<file path="config.mk">
export PLATFORM = sky130hd
export DESIGN_NAME = dmem_lsu
export DESIGN_NICKNAME = d
export VERILOG_FILES = /design/src/rtl/lsu_pkg.sv /design/src/rtl/lsu_load_align.sv /design/src/rtl/dmem_lsu.sv
export SDC_FILE = /design/constraint.sdc
export NUM_CORES = 1
export LEC_CHECK = 0
export BUFFER_PORTS_ARGS = -buffer_cell sky130_fd_sc_hd__buf_2
export CAP_MARGIN = 20
export CELL_PAD_IN_SITES_DETAIL_PLACEMENT = 1
export CELL_PAD_IN_SITES_GLOBAL_PLACEMENT = 2
export CORE_UTILIZATION = 26
export DETAILED_ROUTE_END_ITERATION = 10
export GPL_TIMING_DRIVEN = 0
export PLACE_DENSITY = 0.86
export SLEW_MARGIN = 15
export SYNTH_ARGS = -nofsm -noshare
export SYNTH_HDL_FRONTEND = slang
export SYNTH_HIERARCHICAL = 1
export SYNTH_SLANG_ARGS = --single-unit
</file>
<file path="constraint.sdc">
create_clock -name clk_i -period 1.7 [get_ports clk_i]
set_input_delay 0 -clock clk_i [delete_from_list [all_inputs] [get_ports clk_i]]
set_output_delay 0 -clock clk_i [all_outputs]
set_load 0.02 [all_outputs]
</file>
<file path="src/rtl/lsu_pkg.sv">
// Shared definitions for the data-memory load/store unit: access encodings,
// FSM states and byte-lane helpers.
package lsu_pkg;

  localparam logic [2:0] LSU_LB  = 3'b000;
  localparam logic [2:0] LSU_LH  = 3'b001;
  localparam logic [2:0] LSU_LW  = 3'b010;
  localparam logic [2:0] LSU_LBU = 3'b100;
  localparam logic [2:0] LSU_LHU = 3'b101;

  typedef enum logic [1:0] {
    ST_IDLE = 2'd0,
    ST_REQ  = 2'd1,
    ST_WAIT = 2'd2
  } lsu_state_e;

  function automatic logic [3:0] be_gen(input logic [2:0] funct3, input logic [1:0] off);
    logic [3:0] be;
    case (funct3)
      LSU_LB, LSU_LBU: be = 4'b0001 << off;
      LSU_LH, LSU_LHU: be = 4'b0011 << off;
      default:         be = 4'b1111;
    endcase
    return be;
  endfunction

  // Sizes outside B/H/W (unused funct3 codes) are rejected like a misalignment.
  function automatic logic misaligned(input logic [2:0] funct3, input logic [1:0] off);
    logic bad;
    case (funct3)
      LSU_LB, LSU_LBU: bad = 1'b0;
      LSU_LH, LSU_LHU: bad = off[0];
      LSU_LW:          bad = (off != 2'b00);
      default:         bad = 1'b1;
    endcase
    return bad;
  endfunction

  function automatic logic [31:0] wdata_rep(input logic [2:0] funct3, input logic [31:0] wdata);
    logic [31:0] rep;
    case (funct3)
      LSU_LB, LSU_LBU: rep = {4{wdata[7:0]}};
      LSU_LH, LSU_LHU: rep = {2{wdata[15:0]}};
      default:         rep = wdata;
    endcase
    return rep;
  endfunction

endpackage

</file>
<file path="src/rtl/lsu_load_align.sv">
// Picks the addressed byte/halfword out of a read word and sign- or
// zero-extends it according to the load type.
module lsu_load_align
  import lsu_pkg::*;
(
  input  logic [31:0] rdata_i,
  input  logic [1:0]  offset_i,
  input  logic [2:0]  funct3_i,
  output logic [31:0] data_o
);

  logic [7:0]  byteLane;
  logic [15:0] halfLane;

  always_comb begin
    case (offset_i)
      2'd0:    byteLane = rdata_i[7:0];
      2'd1:    byteLane = rdata_i[15:8];
      2'd2:    byteLane = rdata_i[23:16];
      default: byteLane = rdata_i[31:24];
    endcase
    halfLane = offset_i[1] ? rdata_i[31:16] : rdata_i[15:0];

    case (funct3_i)
      LSU_LB:  data_o = {{24{byteLane[7]}}, byteLane};
      LSU_LBU: data_o = {24'h0, byteLane};
      LSU_LH:  data_o = {{16{halfLane[15]}}, halfLane};
      LSU_LHU: data_o = {16'h0, halfLane};
      default: data_o = rdata_i;
    endcase
  end

endmodule

</file>
<file path="src/rtl/dmem_lsu.sv">
// Load/store unit: turns EX-stage memory controls into one req/gnt/rvalid bus
// transaction, stalls the pipeline while it is outstanding and returns the load word.
module dmem_lsu
  import lsu_pkg::*;
#(
  parameter int unsigned TIMEOUT_W = 8,
  parameter int unsigned TIMEOUT   = 255
) (
  input  logic        clk_i,
  input  logic        rst_ni,
  input  logic        mr_i,
  input  logic        mw_i,
  input  logic [2:0]  funct3_i,
  input  logic [31:0] addr_i,
  input  logic [31:0] wdata_i,
  output logic        stall_o,
  output logic        done_o,
  output logic [31:0] rdata_o,
  output logic        err_o,
  output logic        data_req_o,
  input  logic        data_gnt_i,
  output logic        data_we_o,
  output logic [3:0]  data_be_o,
  output logic [31:0] data_addr_o,
  output logic [31:0] data_wdata_o,
  input  logic        data_rvalid_i,
  input  logic [31:0] data_rdata_i,
  input  logic        data_err_i
);

  localparam logic [TIMEOUT_W-1:0] TimeoutCnt = TIMEOUT_W'(TIMEOUT);

  lsu_state_e           state_q, state_d;
  logic [TIMEOUT_W-1:0] wdog_q, wdog_d;
  logic [31:0]          addr_q, addr_d;
  logic [2:0]           funct3_q, funct3_d;
  logic                 we_q, we_d;
  logic [3:0]           be_q, be_d;
  logic [31:0]          wdata_q, wdata_d;

  logic                 accessReq;
  logic                 accessBad;
  logic [31:0]          loadWord;

  lsu_load_align u_align (
    .rdata_i  (data_rdata_i),
    .offset_i (addr_q[1:0]),
    .funct3_i (funct3_q),
    .data_o   (loadWord)
  );

  assign accessReq = mr_i | mw_i;
  assign accessBad = (mr_i & mw_i) | misaligned(funct3_i, addr_i[1:0]);

  always_ff @(posedge clk_i or negedge rst_ni) begin
    if (!rst_ni) begin
      state_q  <= ST_IDLE;
      wdog_q   <= '0;
      addr_q   <= '0;
      funct3_q <= '0;
      we_q     <= 1'b0;
      be_q     <= '0;
      wdata_q  <= '0;
    end else begin
      state_q  <= state_d;
      wdog_q   <= wdog_d;
      addr_q   <= addr_d;
      funct3_q <= funct3_d;
      we_q     <= we_d;
      be_q     <= be_d;
      wdata_q  <= wdata_d;
    end
  end

  always_comb begin
    state_d      = state_q;
    wdog_d       = wdog_q;
    addr_d       = addr_q;
    funct3_d     = funct3_q;
    we_d         = we_q;
    be_d         = be_q;
    wdata_d      = wdata_q;
    stall_o      = 1'b0;
    done_o       = 1'b0;
    err_o        = 1'b0;
    rdata_o      = '0;
    data_req_o   = 1'b0;
    data_we_o    = 1'b0;
    data_be_o    = '0;
    data_addr_o  = '0;
    data_wdata_o = '0;

    case (state_q)
      ST_IDLE: begin
        wdog_d = '0;
        if (accessReq) begin
          if (accessBad) begin
            done_o = 1'b1;
            err_o  = 1'b1;
          end else begin
            addr_d   = addr_i;
            funct3_d = funct3_i;
            we_d     = mw_i;
            be_d     = be_gen(funct3_i, addr_i[1:0]);
            wdata_d  = wdata_rep(funct3_i, wdata_i);
            stall_o  = 1'b1;
            state_d  = ST_REQ;
          end
        end
      end

      ST_REQ: begin
        stall_o      = 1'b1;
        data_req_o   = 1'b1;
        data_we_o    = we_q;
        data_be_o    = be_q;
        data_addr_o  = {addr_q[31:2], 2'b00};
        data_wdata_o = wdata_q;
        if (data_gnt_i) begin
          wdog_d  = '0;
          state_d = ST_WAIT;
        end
      end

      // A timeout completes like an errored response, so the pipeline is released too.
      ST_WAIT: begin
        if (data_rvalid_i) begin
          done_o  = 1'b1;
          err_o   = data_err_i;
          state_d = ST_IDLE;
          if (!data_err_i && !we_q) begin
            rdata_o = loadWord;
          end
        end else if (wdog_q == TimeoutCnt) begin
          done_o  = 1'b1;
          err_o   = 1'b1;
          state_d = ST_IDLE;
        end else begin
          stall_o = 1'b1;
          wdog_d  = wdog_q + TIMEOUT_W'(1);
        end
      end

      default: state_d = ST_IDLE;
    endcase

    // Outputs fed straight from EX inputs must also be silent while reset is held.
    if (!rst_ni) begin
      stall_o = 1'b0;
      done_o  = 1'b0;
      err_o   = 1'b0;
      rdata_o = '0;
    end
  end

endmodule

</file>
==> metrics, run 1 <==
Max IR drop VDD=0.596 mV; Final Routed Wirelength=22.7 mm; share of post-route cells with drive strength above 1=0.478; gpl congestion=0.832; Syn Inst Count=557; Final min period=2.08 ns; Synthesis Warnings=6; Critical Path RT=1.70 ns; ys flop type=dfrtp_1; Yosys cell types=54; M1 GR Usage=0.229; DRT antenna net count=0; Synth async-reset ratio=1.00; leakage power figure=~0.0044 uW; slew of the pin with the lowest slew margin=0.959 ns; WL/cell=19.4 um; drt initial violations=188; fin cells=1168; fin. max-slew vios=0; Worst Setup Start Kind=register; Post-route DRC=0; clock root buffer=clkbuf_16; Total GRT Usage=0.205; Reg area=0.00206 mm2; cell taking the most area after synthesis=dfrtp_1; hold crit path type=primary input to register; IO Port Bufs=208; I/O Pins=211; Worst setup EP type=primary output; Setup WS pre-CTS=-0.390 ns; CTS tree=done; largest cells by area after synthesis=dfrtp_1 38%, and2_1 11%, mux2_4 8.9%; multi-input logic area=roughly 0.0032 mm2; CP delay by family, top=buffers and inverters; Sequential Power Share=0.286; slowest cell on the critical path=dfrtp_1; First-pass DRT Iterations=4; Seq/Total Area, Yosys=0.380; vias in the first global route=6208; Floorplan Core Area=~0.020 mm2; clock network fraction of total power=0.183; Crit Path Class=register to primary output; failing checks=negative setup slack; DR vias=5658; Initial Util=0.266; hold_ws=0.00787 ns; clk_lat worst skew=around 0.34 ns; endpoints failing setup=34; post-route core utilization=0.441; Slew headroom=0.358; maximum root-to-sink buffer count=2; Final Hold Violating Endpoints=0; placed cells=1037; Via density=4.84; combinational power share=0.531; Clock transition at path regs=0.07 ns; Slowest Stage Delay on Critical Path=0.40 ns; clock sinks=82; Die Ht=146 um; RSZ-0062 raised after global routing=yes; Post-Synthesis Cell Area=0.00541 mm2; period utilization=1.22; Yosys reg bits=82; M3 GR Usage=0.0566; count leader, synth=and2_1; die area=0.0214 mm2; post-DP HPWL=14.7 mm; htree depth=3; critical-path cell list=buf_6 -> mux2_4 -> a22oi_4 -> buf_4 -> o22ai_1 -> and2_1 -> buf_2; share of the synthesized area in the top cell type=0.380; Final nets=between 900 and 1000; GRT met2 Usage=0.373; Inserted Clock Buffers=9; WP data arrival=roughly 2.1 ns; Critical Path Fanout Max=5; status=complete, but fails checks; die width=146 um; P&R area growth vs syn=65.6%; GRT Residual Overflow=0; setup ws final=-0.379 ns; Setup Skew=0.00490 ns; PD cells=1280 mW/mm2; first-pass GRT wire length=between 30 and 40 mm; WP buf/inv=3; row count=52; Avg Synthesized Cell Area=9.70 um2; fillers=2339; P_int=7070 uW; largest net degree at the start of global routing=53; synth cell count leaders=99 x and2_1, 82 x dfrtp_1, 44 x nand2_1, 44 x nor2_1, 33 x o21ai_0; Max Cap Viol=0; total power=11500 uW; Post-synth EDFFs=0; GRT Max-Usage Layer=met2; Net Sw Power=4410 uW; Fmax=0.481 GHz; antenna violations before repair=2; Sw Ratio=0.384
==> worst reg2reg max path: stages, from the launching register on <==
cell and delay, ns:
dfrtp_1 0.43, ha_4 0.20, nand3_4 0.10, buf_6 0.11, o211ai_4 0.10, buf_6 0.15, or4_4 0.46, o211ai_1 0.09
==> flip-flops by register name, summed over array words and instances (netlist names) <==
signal	flops
wdog_q	8
addr_q	32
state_q	2
we_q	1
wdata_q	32
be_q	4
funct3_q	3
==> per-layer routing <==
| layer | up-vias | routed length [um] | part of all wire |
|---|---|---|---|
| li1 | 2611 | - | - |
| met1 | 2795 | 8910 | 0.39 |
| met2 | 215 | 11700 | 0.52 |
| met3 | 35 | 1580 | 0.070 |
| met4 | 2 | 471 | 0.021 |
| met5 | - | 13 | 0.00057 |
==> power by group through the flow <==
stage          combinational, uW  sequential (uW)  clock [uW]
3_3_place_gp                4580             3190           0
5_1_grt                     6520             3390        2210
4_1_cts                     5620             3230        2150
2_1_floorplan               3380             3080           0
6_report                    6100             3280        2110
3_5_place_dp                4670             3230           0
==> cell type report <==
cell class,instances,area share
multi-input cells,418,0.360
repair buffers,324,0.283
flip-flops and latches,82,0.230
plain buffers,41,0.0468
well taps,270,0.0377
clock buffers,10,0.0267
clock inverters,6,0.00811
inverters,15,0.00741
diodes,2,0.000559
==> layout by cell type (no fill, tap or decap), types with 5 or more instances in the layout <==
master	count
buf_2	170
dfrtp_1	78
and2_1	75
dlygate4sd3_1	62
buf_6	56
nand2_1	43
buf_4	39
nor2_1	38
mux2_4	33
o21ai_0	32
a21oi_1	28
mux2i_1	27
and2_4	24
o22ai_1	17
clkbuf_16	12
inv_1	12
mux2_2	12
nor2b_1	11
buf_12	8
buf_8	7
mux4_2	7
a311oi_1	7
clkbuf_4	6
o221ai_2	6
nor2_2	5
==> path summary, 6_finish.rpt <==
| path | startpoint | to | slack (ns) | depth (start not counted) |
|---|---|---|---|---|
| worst max-delay path | addr_q[0]$_DFFE_PN0P_ | rdata_o[21] | -0.38 | 7 |
| worst min-delay path | wdata_i[25] | wdata_q[25]$_DFFE_PN0P_ | 0.008 | 3 |
| worst max register to register | wdog_q[1]$_DFFE_PN0P_ | wdog_q[7]$_DFFE_PN0P_ | -0.01 | 7 |
| worst min register to register | wdata_q[14]$_DFFE_PN0P_ | wdata_q[14]$_DFFE_PN0P_ | 0.47 | 2 |
| max in group asynchronous | rst_ni | addr_q[21]$_DFFE_PN0P_ | 1.14 | 3 |
| min in group asynchronous | rst_ni | wdata_q[18]$_DFFE_PN0P_ | 0.26 | 3 |
==> cells by family (layout without fill, tap and decap cells) <==
kind of cell,Yosys count,count (layout),synth area share
flops,82,82,0.380
fa+ha+maj,1,1,0.00231
other cells,1,4,0.000694
compound gates,117,117,0.144
xor+xnor,1,1,0.00162
simple gates,218,218,0.213
mux,79,79,0.200
buf+inv,58,396,0.0588
==> per-stage QoR <==
stage	area [um2]	TNS, ns
after global routing	8950	-12.27
final	8950	-9.51
after detailed placement	6820	-23.13
after CTS	8590	-13.51
after global placement	6790	-75.38
after floorplan	5410	0
==> what timing repair did <==
action,CTS,global route
gates cloned,5,2
gates resized for setup,149,97
buffers inserted,34,16
setup endpoints to repair,177,176
pin swaps,17,28
hold endpoints to repair,92,0
hold buffers,63,0
No activity file was read; power rests on OpenSTA's default activity.
==> run 2: changes to the inputs <==
Settings changed: CORE_UTILIZATION 26 to 29, PLACE_DENSITY 0.86 to 0.9.
Clock period 1.7 ns to 2.1 ns, I/O delays scaled along.
==> run 2 against run 1 <==
- the run ends with design-rule violations left
- first-iteration DRC count rose by 19%
- sequential share of layout area up 2.8 points
- combinational power fell by 33%
- register-to-register slack improved by 0.30 ns
- flip-flop and latch count unchanged
- power fell by 27%
==> metrics, run 2 (synthesis results as in run 1) <==
status=complete, but fails checks (unchanged); failing checks=design-rule violations (was negative setup slack); Final nets=957 (was 998); CTS tree=done (unchanged); biggest regs=addr_q: 32 flops, wdata_q: 32 flops, wdog_q: 8 flops (unchanged); Slowest Stage Delay on Critical Path=0.41 ns (was 0.40 ns); Critical Path RT=2.10 ns (was 1.70 ns); DP Area=0.00677 mm2 (was 0.00682 mm2); critical-path cell list=buf_6 -> mux2i_1 -> o31a_1 -> buf_4 -> o22ai_1 -> and2_1 -> buf_2 (was buf_6 -> mux2_4 -> a22oi_4 -> buf_4 -> o22ai_1 -> and2_1 -> buf_2); PD cells=1050 mW/mm2 (was 1280 mW/mm2); slowest cell on the critical path=dfrtp_1 (unchanged); Initial Util=0.299 (was 0.266); Fmax=0.489 GHz; Reg area=0.00205 mm2 (was 0.00206 mm2); placed cells=996 (was 1037); total power=8410 uW (was 11500 uW); design area=0.00798 mm2 (was 0.00895 mm2); vias in the first global route=5950 (was 6208); WHS Endpoint=wdata_q[15]$_DFFE_PN0P_ (was wdata_q[25]$_DFFE_PN0P_); Crit Path Class=register to primary output (unchanged); leading cell type in the layout, fill and taps excluded=buf_2 (unchanged); P&R area growth vs syn=47.5% (was 65.6%); M1 GR Usage=0.260 (was 0.229); Die Ht=139 um (was 146 um); M3 GR Usage=0.0485 (was 0.0566); RSZ-0062 raised after global routing=yes (unchanged); drt initial violations=223 (was 188); First-pass DRT Iterations=7 (was 4); most frequent cells in the layout=193 x buf_2, 95 x and2_1, 80 x dfrtp_1, 62 x dlygate4sd3_1, 44 x nand2_1 (was 170 x buf_2, 78 x dfrtp_1, 75 x and2_1, 62 x dlygate4sd3_1, 56 x buf_6); multi-input logic area=0.00309 mm2 (was 0.00322 mm2); DR vias=5401 (was 5658); WL/cell=19.0 um (was 19.4 um); worst reg-to-reg setup slack=0.29 ns (was -0.01 ns); Max Cap Viol=0 (unchanged); clock sinks=82 (unchanged); leakage power figure=0.00402 uW (was 0.00441 uW); Via density=4.98 (was 4.84); die area=0.0192 mm2 (was 0.0214 mm2); hold_sp=wdata_i[15] (was wdata_i[25]); IO Port Bufs=208 (unchanged); die width=139 um (was 146 um); Critical Path Fanout Max=10 (was 5); DRT antenna net count=0 (unchanged); ant diodes=0 (was 2); antenna violations before repair=1 (was 2); Setup Skew=0.0119 ns (was 0.00490 ns); Post-route DRC=30 (was 0); Worst Setup Start Kind=register (unchanged); first-pass GRT wire length=32.9 mm (was 34.1 mm); Inserted Clock Buffers=9 (unchanged); Final Hold Violating Endpoints=0 (unchanged); Clock transition at path regs=0.06 ns (was 0.07 ns); clock root buffer=clkbuf_16 (unchanged); slew of the pin with the lowest slew margin=0.913 ns (was 0.959 ns); I/O Pins=211 (unchanged); hold crit path type=primary input to register (unchanged); post-DP HPWL=14.3 mm (was 14.7 mm); Final min period=2.04 ns; maximum root-to-sink buffer count=2 (unchanged); GRT met2 Usage=0.387 (was 0.373); fin. max-slew vios=0 (unchanged); Hold Path Stages=3 (unchanged); endpoints failing setup=0 (was 34); WP data arrival=2.04 ns (was 2.08 ns); Crit Reg-Reg Endpoint=wdog_q[7]$_DFFE_PN0P_ (unchanged); fin cells=1084 (was 1168); period utilization=0.973; fillers=2120 (was 2339); WP buf/inv=3 (unchanged); Total GRT Usage=0.216 (was 0.205); clk_lat worst skew=0.34 ns (about the same); hold_ws=0.00314 ns (was 0.00787 ns); largest net degree at the start of global routing=58 (was 53); Crit Reg-Reg Startpoint=state_q[0]$_DFFE_PN0P_ (was wdog_q[1]$_DFFE_PN0P_); htree depth=3 (unchanged); Max IR drop VDD=0.571 mV (was 0.596 mV); gpl congestion=0.811 (was 0.832); Slew headroom=0.389 (was 0.358); Final Routed Wirelength=20.6 mm (was 22.7 mm); row count=49 (was 52); share of post-route cells with drive strength above 1=0.391 (was 0.478); Floorplan Core Area=0.0181 mm2 (was 0.0203 mm2); GRT Max-Usage Layer=met2 (unchanged); Worst setup EP type=primary output (unchanged); CP delay by family, top=compound AO/OA/AOI/OAI gates (was buffers and inverters); GRT Residual Overflow=0 (unchanged); R2R depth=6 (was 7)
[run 2: cell types whose count changed in the layout (fill, tap and decap cells not counted), sizes merged]
cell      previous run  this run
buf                286       248
diode                2         0
clkinv               3         2
clkbuf              27        24
clkinvlp             0         2
inv                 17        16
[run 2: how the worst max path moves through the flow]
stage | from | end | slack (ns) | depth (start not counted)
after floorplan | wdog_q[0]$_DFFE_PN0P_ | done_o | 0.46 | 5
after global placement | rst_ni | rdata_o[9] | -0.91 | 6
after detailed placement | state_q[0]$_DFFE_PN0P_ | rdata_o[9] | -0.06 | 7
after CTS | addr_q[0]$_DFFE_PN0P_ | rdata_o[11] | 0.001 | 7
after global routing | addr_q[1]$_DFFE_PN0P_ | rdata_o[29] | -0.05 | 7
final | addr_q[1]$_DFFE_PN0P_ | rdata_o[21] | 0.06 | 7
[run 2: routing by layer]
layer / share of wire / up-vias
met5: 0.00078 / -
met4: 0.017 / 2
met3: 0.062 / 31
met2: 0.50 / 194
met1: 0.42 / 2637
li1: - / 2537
[run 2: cell type report]
type / instances / area share
multi-input combinational: 418 / 0.388
sequential: 82 / 0.258
timing repair buffer: 283 / 0.236
buffer: 41 / 0.0361
tap: 229 / 0.0359
clock buffer: 10 / 0.0300
clock inverter: 6 / 0.00926
inverter: 15 / 0.00722
[run 2: worst register-to-register path, cell delays in order (launching register included)]
cell	delay, ns
dfrtp_1	0.39
buf_6	0.14
and2b_4	0.26
buf_4	0.15
o211ai_2	0.18
or4_1	0.51
o211ai_1	0.09
[run 2: per-stage QoR]
step	util	setup slack, ns	TNS [ns]
after floorplan	-	0.461	0
after global placement	0.372	-0.910	-24.86
after detailed placement	0.374	-0.0640	-0.371
after CTS	0.433	0.000996	0
after global routing	0.441	-0.0471	-0.275
final	0.441	0.0557	0
[run 2: power breakdown]
part	internal [uW]	leakage (uW)	switching, uW
combinational	1910	0.00287	2190
clock	969	0.000147	691
sequential	2240	0.00100	407
[run 2: repair_timing]
item	4_1_cts	5_1_grt
hold endpoints to repair	92	0
endpoints found under the setup margin	48	72
hold buffers	63	0
resized for setup	14	56
buffers inserted	6	3
cloned	2	0
pin swaps	2	3
==> run 3: changes to the inputs <==
Settings changed: BUFFER_PORTS_ARGS -buffer_cell sky130_fd_sc_hd__buf_2 to -buffer_cell sky130_fd_sc_hd__buf_4, CORE_UTILIZATION 29 to 26, PLACE_DENSITY 0.9 to 0.86.
Clock period 2.1 ns to 1.7 ns, I/O delays scaled along.
==> run 3 against run 2 <==
- the flow finishes with violations (negative hold slack, negative setup slack)
- die area increased by 11%
- worst hold slack got worse by 0.28 ns
- cell count grew 7.5%
- critical path type unchanged
==> metrics, run 3 (synthesis results as in run 1) <==
status=complete, but fails checks (unchanged); failing checks=negative hold slack, negative setup slack (was design-rule violations); WP data arrival=2.04 ns (about the same); Post-route DRC=0 (was 30); post-DP HPWL=14.9 mm (was 14.3 mm); Sequential Power Share=0.276 (was 0.315); share of post-route cells with drive strength above 1=0.517 (was 0.391); Net Sw Power=4680 uW (was 3290 uW); fillers=2270 (was 2120); antenna violations before repair=0 (was 1); clock sinks=82 (unchanged); Reg area=0.00206 mm2 (was 0.00205 mm2); drt initial violations=163 (was 223); clock root buffer=clkbuf_16 (unchanged); first-pass GRT wire length=34.2 mm (was 32.9 mm); setup ws final=-0.344 ns (was 0.0557 ns); Worst Setup Start Kind=register (unchanged); Total GRT Usage=0.204 (was 0.216); htree depth=3 (unchanged); Sw Ratio=0.390 (was 0.391); fin cells=1165 (was 1084); combinational power share=0.564 (was 0.488); largest net degree at the start of global routing=52 (was 58); DP Area=0.00733 mm2 (was 0.00677 mm2); Final nets=997 (was 957); Critical Path RT=1.70 ns (was 2.10 ns); P&R area growth vs syn=75.2% (was 47.5%); Floorplan Core Area=0.0203 mm2 (was 0.0181 mm2); DR vias=5642 (was 5401); gpl congestion=0.834 (was 0.811); Via density=4.84 (was 4.98); Setup Skew=0.00468 ns (was 0.0119 ns); CTS tree=done (unchanged); R2R depth=7 (was 6); biggest regs=addr_q: 32 flops, wdata_q: 32 flops, wdog_q: 8 flops (unchanged); Fmax=0.489 GHz; Die Ht=146 um (was 139 um); die width=146 um (was 139 um); Final Routed Wirelength=22.9 mm (was 20.6 mm); P_int=7320 uW (was 5120 uW); First-pass DRT Iterations=4 (was 7); GRT Residual Overflow=0 (unchanged); multi-input logic area=0.00341 mm2 (was 0.00309 mm2); Final Hold Violating Endpoints=46 (was 0); Inserted Clock Buffers=9 (unchanged); Initial Util=0.266 (was 0.299); PD cells=1270 mW/mm2 (was 1050 mW/mm2); critical-path cell list=or2_2 -> buf_2 -> buf_4 -> o22ai_2 -> and2_4 -> buf_6 (was buf_6 -> mux2i_1 -> o31a_1 -> buf_4 -> o22ai_1 -> and2_1 -> buf_2); Crit Path Class=register to primary output (unchanged); Final min period=2.04 ns; leakage power figure=0.00449 uW (was 0.00402 uW); placed cells=1037 (was 996); DRT antenna net count=0 (unchanged); TNS Setup=-9.97 ns (was 0 ns); Clock transition at path regs=0.07 ns (was 0.06 ns); maximum root-to-sink buffer count=2 (unchanged); I/O Pins=211 (unchanged); clock network fraction of total power=0.160 (was 0.197); slowest cell on the critical path=dfrtp_2 (was dfrtp_1); Hold Buf Count CTS=63 (unchanged); Max Cap Viol=0 (unchanged); Slew headroom=0.386 (was 0.389); hold_ws=-0.280 ns (was 0.00314 ns); design area=0.00947 mm2 (was 0.00798 mm2); Worst setup EP type=primary output (unchanged); Max IR drop VDD=0.612 mV (was 0.571 mV); Slowest Stage Delay on Critical Path=0.45 ns (was 0.41 ns); WL/cell=19.7 um (was 19.0 um); row count=52 (was 49); ant diodes=0 (unchanged); vias in the first global route=6040 (was 5950); leading cell type in the layout, fill and taps excluded=buf_4 (was buf_2); hold crit path type=primary input to asynchronous set/reset pin (was primary input to register); clk_lat worst skew=0.34 ns (about the same); IO Port Bufs=208 (unchanged); Critical Path Fanout Max=10 (unchanged); most frequent cells in the layout=202 x buf_4, 75 x dfrtp_1, 70 x buf_6, 63 x dlygate4sd3_1, 56 x and2_1 (was 193 x buf_2, 95 x and2_1, 80 x dfrtp_1, 62 x dlygate4sd3_1, 44 x nand2_1); RSZ-0062 raised after global routing=yes (unchanged); die area=0.0214 mm2 (was 0.0192 mm2); endpoints failing setup=49 (was 0); total power=12000 uW (was 8410 uW); fin. max-slew vios=0 (unchanged); slew of the pin with the lowest slew margin=0.917 ns (was 0.913 ns); period utilization=1.20
==> run 3: changes by cell type in the layout (fill, tap and decap cells not counted), sizes merged <==
cell	before	now
clkinv	2	1
bufinv	1	0
dlygate4sd3	62	63
clkbuf	24	22
inv	16	17
clkinvlp	2	3
buf	248	289
==> run 3: critical path, delay by kind of cell (launching register included) <==
family / cells / cell delay, ns
AND/OR/NAND/NOR: 2 / 0.49
flip-flops: 1 / 0.45
buffers and inverters: 3 / 0.57
AO/OA/AOI/OAI: 1 / 0.21
==> run 3: metrics by stage <==
stage / setup slack, ns / util
floorplan: 0.0607 / -
global placement: -0.552 / 0.360
detailed placement: -0.420 / 0.361
CTS: -0.360 / 0.436
global route: -0.398 / 0.467
finish: -0.344 / 0.467
==> run 3: what timing repair did <==
action	4_1_cts	5_1_grt
cloned	4	3
setup buffers	26	21
resized for setup	111	125
hold endpoints to repair	108	45
pin swaps	19	54
setup endpoints to repair	176	58
==> run 3: power by group through the flow <==
stage / Combinational [uW] / Sequential, uW / Clock [uW]
2_1_floorplan: 3380 / 3080 / 0
3_3_place_gp: 4870 / 3190 / 0
3_5_place_dp: 4950 / 3240 / 0
4_1_cts: 5800 / 3240 / 1960
5_1_grt: 7170 / 3420 / 2040
6_report: 6770 / 3310 / 1930
==> run 3: layer usage <==
| metal | track usage | share of wire | up-vias |
|---|---|---|---|
| li1 | - | - | 2597 |
| met1 | 0.235 | 0.40 | 2809 |
| met2 | 0.367 | 0.51 | 204 |
| met3 | 0.0478 | 0.063 | 32 |
| met4 | 0.0708 | 0.024 | 0 |
| met5 | 0 | 0 | - |
==> run 3: final cells by class <==
cell class,instances,share of cell area
multi-input cells,418,0.360
repair buffers,325,0.310
flip-flops and latches,82,0.218
plain buffers,39,0.0392
well taps,270,0.0357
clock buffers,10,0.0252
inverters,15,0.00700
clock inverters,6,0.00515
==> run 3: worst paths after layout <==
kind	startpoint	endpoint	slack [ns]
setup / recovery	funct3_q[1]$_DFFE_PN0P_	rdata_o[18]	-0.34
hold / removal	rst_ni	wdata_q[18]$_DFFE_PN0P_	-0.28
setup reg to reg	state_q[0]$_DFFE_PN0P_	funct3_q[1]$_DFFE_PN0P_	0.06
hold reg to reg	be_q[1]$_DFFE_PN0P_	be_q[1]$_DFFE_PN0P_	0.47
max in group asynchronous	rst_ni	addr_q[0]$_DFFE_PN0P_	1.30
min in group clk_i	wdata_i[8]	wdata_q[8]$_DFFE_PN0P_	0
